File: config.mk
export PLATFORM = sky130hd
export DESIGN_NAME = clk_div_ctrl
export DESIGN_NICKNAME = d
export VERILOG_FILES = /design/src/rtl/clk_div_pkg.sv /design/src/rtl/clk_div_core.sv /design/src/rtl/clk_div_ctrl.sv
export SDC_FILE = /design/constraint.sdc
export NUM_CORES = 1
export LEC_CHECK = 0
export ABC_AREA = 1
export CELL_PAD_IN_SITES_DETAIL_PLACEMENT = 0
export CELL_PAD_IN_SITES_GLOBAL_PLACEMENT = 1
export CORE_ASPECT_RATIO = 0.9
export CORE_MARGIN = 1.5
export CORE_UTILIZATION = 42
export CTS_BUF_LIST = sky130_fd_sc_hd__clkbuf_8
export DETAILED_ROUTE_END_ITERATION = 8
export GPL_ROUTABILITY_DRIVEN = 0
export PLACE_DENSITY = 0.94
export SKIP_LAST_GASP = 1
export SLEW_MARGIN = 20
export SYNTH_ARGS = -nofsm -noshare
export SYNTH_HDL_FRONTEND = slang
export SYNTH_SLANG_ARGS = --single-unit
export TNS_END_PERCENT = 100
File: constraint.sdc
create_clock -name clk -period 4.25 [get_ports clk]
set_clock_uncertainty 0.2 [all_clocks]
set_input_delay 1.0625 -clock clk [delete_from_list [all_inputs] [get_ports clk]]
set_output_delay 1.0625 -clock clk [all_outputs]
set_load 0.02 [all_outputs]
File: src/rtl/clk_div_pkg.sv
// clk_div_pkg: shared state encoding, limits and helpers for the clock divider.
package clk_div_pkg;
    typedef enum logic [1:0] {STOPPED, RUN, DRAIN} state_t;
    localparam int DIV_MIN = 2;
    function automatic logic [31:0] half_ceil(input logic [31:0] n);
        return (n + 32'd1) >> 1;
    endfunction
endpackage

File: src/rtl/clk_div_core.sv
// clk_div_core: period counter with registered tick and divided waveform.
module clk_div_core import clk_div_pkg::*; #(
    parameter int CNT_W = 8
) (
    input  logic             clk,
    input  logic             reset,
    input  logic             i_run,
    input  logic [CNT_W-1:0] i_div,
    input  logic             i_load_ok,
    output logic [CNT_W-1:0] o_count,
    output logic             o_tick,
    output logic             o_div_out
);
    logic [CNT_W-1:0] r_count;
    logic             r_tick;
    logic             r_div_out;
    logic [CNT_W-1:0] w_cnt_nxt;
    logic [CNT_W:0]   w_half;
    // outputs are computed from next-cycle count/divisor so they align with the held count
    assign w_cnt_nxt = (!i_run || i_load_ok) ? '0 : r_count + CNT_W'(1);
    assign w_half    = (CNT_W+1)'(half_ceil(32'(i_div)));
    always_ff @(posedge clk) begin
        if (reset) begin
            r_count   <= '0;
            r_tick    <= 1'b0;
            r_div_out <= 1'b0;
        end else begin
            r_count   <= w_cnt_nxt;
            r_tick    <= i_run && (w_cnt_nxt == i_div - CNT_W'(1));
            r_div_out <= i_run && ({1'b0, w_cnt_nxt} < w_half);
        end
    end
    assign o_count   = r_count;
    assign o_tick    = r_tick;
    assign o_div_out = r_div_out;
endmodule

File: src/rtl/clk_div_ctrl.sv
// clk_div_ctrl: programmable clock divider with clean start/stop and
// boundary-synchronous divisor updates over a valid/ready handshake.
module clk_div_ctrl import clk_div_pkg::*; #(
    parameter int CNT_W       = 8,
    parameter int DEFAULT_DIV = 3
) (
    input  logic             clk,
    input  logic             reset,
    input  logic             enable,
    input  logic             cfg_valid,
    input  logic [CNT_W-1:0] cfg_div,
    output logic             cfg_ready,
    output logic             cfg_err,
    output logic [CNT_W-1:0] cur_div,
    output logic             tick,
    output logic             div_out,
    output logic             busy
);
    state_t           r_state;
    state_t           w_state_nxt;
    logic [CNT_W-1:0] r_cur_div;
    logic [CNT_W-1:0] r_pend_div;
    logic             r_pend_valid;
    logic             r_cfg_err;
    logic             r_busy;
    logic [CNT_W-1:0] w_count;
    logic [CNT_W-1:0] w_div_nxt;
    logic             w_running;
    logic             w_bound;
    logic             w_xfer;
    logic             w_legal;
    logic             w_load;
    assign w_running   = r_state != STOPPED;
    assign w_bound     = w_running && (w_count == r_cur_div - CNT_W'(1));
    assign w_xfer      = cfg_valid && cfg_ready;
    assign w_legal     = cfg_div >= CNT_W'(DIV_MIN);
    assign w_load      = w_xfer && w_legal;
    assign w_state_nxt = enable ? RUN : (w_running && !w_bound) ? DRAIN : STOPPED;
    // a transfer while stopped or on the boundary bypasses the pending slot
    assign w_div_nxt   = (w_load && (!w_running || w_bound)) ? cfg_div :
                         (w_bound && r_pend_valid) ? r_pend_div : r_cur_div;
    always_ff @(posedge clk) begin
        if (reset) begin
            r_state      <= STOPPED;
            r_cur_div    <= CNT_W'(DEFAULT_DIV);
            r_pend_div   <= '0;
            r_pend_valid <= 1'b0;
            r_cfg_err    <= 1'b0;
            r_busy       <= 1'b0;
        end else begin
            r_state      <= w_state_nxt;
            r_cur_div    <= w_div_nxt;
            r_pend_valid <= (w_load && w_running && !w_bound) ? 1'b1 : w_bound ? 1'b0 : r_pend_valid;
            r_pend_div   <= (w_load && w_running && !w_bound) ? cfg_div : r_pend_div;
            r_cfg_err    <= w_xfer && !w_legal;
            r_busy       <= w_state_nxt != STOPPED;
        end
    end
    clk_div_core #(.CNT_W(CNT_W)) u_core (
        .clk       (clk),
        .reset     (reset),
        .i_run     (w_state_nxt != STOPPED),
        .i_div     (w_div_nxt),
        .i_load_ok (!w_running || w_bound),
        .o_count   (w_count),
        .o_tick    (tick),
        .o_div_out (div_out)
    );
    assign cfg_ready = !r_pend_valid;
    assign cfg_err   = r_cfg_err;
    assign cur_div   = r_cur_div;
    assign busy      = r_busy;
endmodule

==> results of run 1 <==
[cells by family (layout without fill, tap and decap cells)]
group | after synthesis | after routing
AND/OR/NAND/NOR | 206 | 206
buffers and inverters | 68 | 104
AO/OA/AOI/OAI | 32 | 32
flip-flops | 31 | 31
XOR/XNOR | 17 | 17
adder cells (fa/ha/maj) | 11 | 11
[flip-flops by register name, summed over array words and instances (netlist names)]
| name | cells |
|---|---|
| busy | 1 |
| cfg_err | 1 |
| cur_div | 8 |
| r_pend_div | 8 |
| r_pend_valid | 1 |
| r_state | 2 |
| u_core.o_count | 8 |
| u_core.o_div_out | 1 |
| u_core.o_tick | 1 |
[critical path, delay by kind of cell]
kind                     cells  cell delay, ns
buffers and inverters        4            0.62
AND/OR/NAND/NOR             11            1.32
AO/OA/AOI/OAI                3            0.47
adder cells (fa/ha/maj)      2            0.52
[power by group]
group / internal [W] / switching, W
Combinational: 0.000109 / 0.000175
Sequential: 0.000308 / 0.0000175
Clock: 0.000112 / 0.000117
[cell usage after synthesis, types with 5 or more instances]
cell type	instances	area share
nand2_1	89	0.14
nand4_1	11	0.029
dfxtp_1	31	0.26
o21ai_0	10	0.021
nor2_1	44	0.069
nand3_2	6	0.025
nor2_2	5	0.013
a21oi_1	12	0.025
inv_1	49	0.077
inv_2	12	0.019
ha_1	11	0.058
nand3_1	29	0.061
xor2_1	12	0.044
nand2_2	6	0.016
[metrics by stage]
step	std cells	instance area, sq um	util
finish	468	2845	0.5319
global route	468	2845	0.5319
CTS	468	2839	0.5308
detailed placement	460	2754	0.5149
global placement	460	2754	0.5149
floorplan	365	2384	-
[worst paths after layout]
path	to	slack [ns]
worst min register to register	r_pend_div[5]	0.34
worst max-delay path	u_core.o_div_out	0.26
worst max register to register	u_core.o_div_out	0.40
worst min-delay path	r_pend_div[5]	0.34
[layout make-up]
class / count / area share
sequential: 31 / 0.2181
tap: 67 / 0.02946
timing repair buffer: 35 / 0.1135
multi-input combinational: 266 / 0.5286
clock buffer: 5 / 0.02419
clock inverter: 3 / 0.005717
inverter: 61 / 0.08048
[metal layers]
layer / up-vias / GRT usage / part of all wire
li1: 1226 / - / -
met1: 1056 / 0.2810 / 0.49
met2: 57 / 0.3424 / 0.44
met3: 15 / 0.03681 / 0.046
met4: 0 / 0.07533 / 0.024
met5: - / 0 / 0
==> out/metrics.cfg, run 1 <==
[pwr]
finalPower_w = 0.0008374
ir_worst_vdd_v = 0.0001630
p_per_area_mw_per_mm2 = 294.3
leakagePower_nw = 1.335

[finish]
mostFrequentLayoutCells = 89 x nand2_1, 50 x inv_1, 44 x nor2_1
antenna_cells = 0
fin_nets = 423
final_common_cell = nand2_1
multi_input_area_sq_mm = 0.001504
synthToLayoutAreaGrowth_pct = 19.37
drive_gt1_frac = 0.1571
seq_area_sq_um = 620.6
fillers = 538

[yosys]
synth_fa_ha_area_frac = 0.05774
yosys_warnings = 0
synth-edff-count = 0
ys_ff_latch = 31
ys_types = 35
async_reset_ff_frac = 0
synth_top_family_by_area = simple AND/OR/NAND/NOR gates
synth.yosys.seq_area_share = 0.2604
syn_area_per_cell_sq_um = 6.530
synthXorXnorAreaFrac = 0.06562
synth_area_sq_mm = 0.002384
yosys.area_share.simple = 0.4226
synth_mux_area_frac = 0
synth_compound_area_frac = 0.08241
syn_inst = 365
ys_dominant_reg_cell = dfxtp_1
syn-num-nets = 388

[grt]
antenna_found_initial = 0
grtUsageTotal = 0.2111
grt_pass1_wl_um = 9591
grt_start_max_net_pins = 17
grt_pass1_vias = 2100
grt.overflow.total = 0

[sta]
fin_ws_ns = 0.2619
tightest_slew_ns = 0.8024
fin_crit_ns = 3.988
fin_crit_sh = 0.9384
hold_ws_ns = 0.3441
finalSetupTns_ns = 0
max_clock_freq_mhz = 250.7
finalSetupViolCount = 0
timing.slew.headroom = 0.4631
hold_viol_final = 0
drv_slew = 0

[floorplanning]
initial_core_util = 0.4456
rows = 25
die_x_um = 82.41
die_area_sq_mm = 0.006137
die_y_um = 74.47
coreArea_sq_mm = 0.005349
io_pins = 25

[clock_network]
cts_setup_buffers = 0
cts.clk_slew.worst_paths_ns = 0.07
clockBufferDepth = 2
clkLatencyLatePin_ns = 0.29
cts_tree = done
numCtsBuffers = 5
cts_max_level = 2
postCtsHoldBufs = 0
cts_repair_resize_count = 0
cts_root_buffer = clkbuf_8
numClockSinks = 31

[critical_path]
start_kind = input pin
required_ns = 4.26
path_cells = clkdlybuf4s50_1 > inv_1 > nand4_1 > nor4_2 > nor2_1 > nand2_4 > inv_2 > nand2_1 > nand2_2 > inv_2 > ha_1 > nand2_1 > nor2_1 > nand3_1 > nor2_1 > nand2_1 > ha_1 > a21oi_1 > o2111ai_1 > a41oi_1
cpMaxStageDelayCell = clkdlybuf4s50_1
reg2reg_from = cur_div[0]
worstPathArrival_ns = 4.00
endpoint_kind = flop
critPathMaxFanout = 7
startpoint = cfg_div[6]
crit_type = in -> reg
slowest_delay_ns = 0.40
ff2ff_path_depth = 25

[outcome]
status = complete, no violations

[detailed_routing]
num_vias = 2354
drt-wirelength-per-cell_um = 12.54
postRouteWirelength_um = 5867
route.antenna.remaining_nets = 0
drtPass1Iterations = 4
drt-vias-per-instance = 5.030
drc = 0
drt_iter0_markers = 155

[place]
io_buffer_count = 24
place_ws_ns = 0.02745
dpl.hpwl_um = 4758

[worst_hold_path]
hold_depth = 2
hp-start = r_pend_div[5]
min_path_type = reg -> reg

[run]
drv_cap = 0

Power figures use the tool's default switching activity.
==> run 2, diff against run 1 <==
Settings changed: CORE_ASPECT_RATIO 0.9 to 0.5, CTS_CLUSTER_SIZE set to 28.
==> out/metrics.cfg, run 2 (synthesis results as in run 1) <==
[place]
place_inst = 466  ; +1.3%
dpl.hpwl_um = 4861  ; +2.2%
io_buffer_count = 24  ; unchanged
place_ws_ns = -0.05417  ; -0.08161 ns

[detailed_routing]
drt_iter0_markers = 114  ; -26%
postRouteWirelength_um = 5936  ; +1.2%
drt-wirelength-per-cell_um = 12.55  ; +0.11%
route.antenna.remaining_nets = 0  ; unchanged
drt-vias-per-instance = 4.911  ; -2.4%
drtPass1Iterations = 4  ; unchanged
drc = 0  ; unchanged
num_vias = 2323  ; -1.3%

[sta]
fin_ws_ns = 0.2422  ; -0.01970 ns
fin_crit_ns = 4.008  ; +0.01970 ns
hold_viol_final = 0  ; unchanged
rsz0062_at_grt = false
timing.slew.headroom = 0.4385  ; -0.02462
finalSetupViolCount = 0  ; unchanged
drv_slew = 0  ; unchanged
max_clock_freq_mhz = 249.5  ; -0.49%
fin_crit_sh = 0.9430  ; +0.004635
tightest_slew_ns = 0.8392  ; +0.03679 ns

[clock_network]
numCtsBuffers = 5  ; unchanged
numClockSinks = 31  ; unchanged
cts.clk_slew.worst_paths_ns = 0.07  ; about the same
cts_root_buffer = clkbuf_8
cts_tree = done
cts_repair_resize_count = 0  ; unchanged
cts_setup_buffers = 0  ; unchanged
clockBufferDepth = 2  ; unchanged
cts_max_level = 2  ; unchanged
clkLatencyLatePin_ns = 0.29  ; about the same
postCtsHoldBufs = 0  ; unchanged

[critical_path]
cp_num_buf_inv = 4  ; unchanged
path_cells = clkdlybuf4s50_1 > inv_1 > nand4_1 > nor4_2 > nor2_1 > nand2_4 > buf_4 > buf_4 > a21oi_2 > nand4_1 > xor2_1 > ha_1 > nand2_1 > nor2_1 > a211oi_1 > o2111ai_1 > a41oi_1
worstPathArrival_ns = 4.01  ; about the same
start_kind = input pin
reg2reg_from = cur_div[1]
critPathMaxFanout = 9  ; +2
crit_type = in -> reg
ff2ff_setup_slack_ns = 0.34  ; -0.06 ns
required_ns = 4.25  ; about the same
endpoint_kind = flop
critical-path-top-delay-family = simple AND/OR/NAND/NOR gates
r2r-end = u_core.o_div_out
cpMaxStageDelayCell = clkdlybuf4s50_1
slowest_delay_ns = 0.45  ; +0.05 ns
ff2ff_path_depth = 24  ; -4.0%

[finish]
fillers = 565  ; +5.0%
seq_area_sq_um = 621.8  ; +0.20%
antenna_cells = 0  ; unchanged
drive_gt1_frac = 0.1600  ; +0.002893
final_cells = 473  ; +1.1%
multi_input_area_sq_mm = 0.001509  ; +0.33%
synthToLayoutAreaGrowth_pct = 20.05
mostFrequentLayoutCells = 89 x nand2_1, 49 x inv_1, 44 x nor2_1
fin_nets = 423  ; unchanged
final_common_cell = nand2_1

[pwr]
p_per_area_mw_per_mm2 = 296.7  ; +0.82%
leakagePower_nw = 1.338  ; +0.24%
ir_worst_vdd_v = 0.0001805  ; +11%

[floorplanning]
rows = 19  ; -24%
die_area_sq_mm = 0.006164  ; +0.44%
die_x_um = 109.5  ; +33%
die_y_um = 56.27  ; -24%
initial_core_util = 0.4359  ; -0.009687
coreArea_sq_mm = 0.005468  ; +2.2%
io_pins = 25  ; unchanged

[outcome]
status = complete, no violations

[grt]
grt_pass1_vias = 2157  ; +2.7%
grt.overflow.total = 0  ; unchanged
antenna_found_initial = 0  ; unchanged
grt_start_max_net_pins = 17  ; unchanged
grtUsageTotal = 0.2108  ; -0.0002770
grt_pass1_wl_um = 10010  ; +4.3%

[worst_hold_path]
hold_depth = 2  ; unchanged
min_path_type = reg -> reg
hp-start = r_pend_div[6]
min_to = r_pend_div[6]

[run]
drv_cap = 0  ; unchanged

run 2: changes by cell type in the layout (fill, tap and decap cells not counted):
cell	previous run	this run
nand2_2	6	5
clkinvlp_4	1	0
clkbuf_8	5	6
inv_1	50	49
nand2_4	4	5
dfxtp_2	0	1
dfxtp_1	31	30
run 2: power breakdown:
| part | switching (W) | internal, W | leakage [nW] | total, W |
|---|---|---|---|---|
| combinational | 0.000177 | 0.000109 | 1.04 | 0.000286 |
| clock | 0.000111 | 0.000127 | 0.0470 | 0.000238 |
| sequential | 0.0000175 | 0.000308 | 0.253 | 0.000325 |
| total | 0.000305 | 0.000544 | 1.34 | 0.000849 |
run 2: how the worst max path moves through the flow:
stage | start | endpoint | cells after the start | slack [ns]
floorplan | cfg_div[5] | u_core.o_div_out | 19 | 0.58
global placement | cfg_div[6] | u_core.o_div_out | 18 | 0.07
detailed placement | cfg_div[6] | u_core.o_div_out | 18 | -0.05
CTS | cur_div[1] | u_core.o_div_out | 24 | 0.22
global route | cur_div[1] | u_core.o_div_out | 24 | 0.04
finish | cfg_div[6] | u_core.o_div_out | 17 | 0.24
run 2: worst register-to-register path: stages, from the launching register on:
cell       delay (ns)
dfxtp_2          0.38
inv_1            0.07
ha_1             0.29
inv_1            0.04
nand2_1          0.05
nand2_1          0.06
nor2_2           0.13
nand2_2          0.07
nor2_4           0.10
inv_2            0.04
nor2_2           0.08
nand3_2          0.13
nand2_4          0.18
nand2_4          0.10
buf_4            0.18
buf_4            0.16
a21oi_2          0.15
nand4_1          0.21
xor2_1           0.21
ha_1             0.32
nand2_1          0.09
nor2_1           0.05
a211oi_1         0.20
o2111ai_1        0.13
a41oi_1          0.20
run 2: cell type report:
cell class	count	share of cell area
clock inverters	1	0.001749
clock buffers	6	0.02886
repair buffers	35	0.1128
inverters	61	0.08002
multi-input cells	266	0.5273
well taps	73	0.03192
flip-flops and latches	31	0.2173
run 2: metrics by stage:
stage | cell area [sq um] | hold WS (ns) | utilization | setup TNS, ns | power, W
6_report | 2861 | 0.3405 | 0.5233 | 0 | 0.0008491
3_3_place_gp | 2761 | 0.3253 | 0.5050 | 0 | 0.0006067
4_1_cts | 2849 | 0.3407 | 0.5211 | 0 | 0.0008521
2_1_floorplan | 2384 | 0.3045 | - | 0 | 0.0005251
5_1_grt | 2861 | 0.3777 | 0.5233 | 0 | 0.0009006
3_5_place_dp | 2761 | 0.3315 | 0.5050 | -0.05417 | 0.0006132
run 2: layer usage:
metal  global-route usage  vias to the layer above  part of all wire
met3              0.04646                        7             0.052
met4              0.05751                        0            0.0057
met5                    0                        -                 0
li1                     -                     1222                 -
met1               0.2961                     1046              0.51
met2               0.3248                       48              0.43
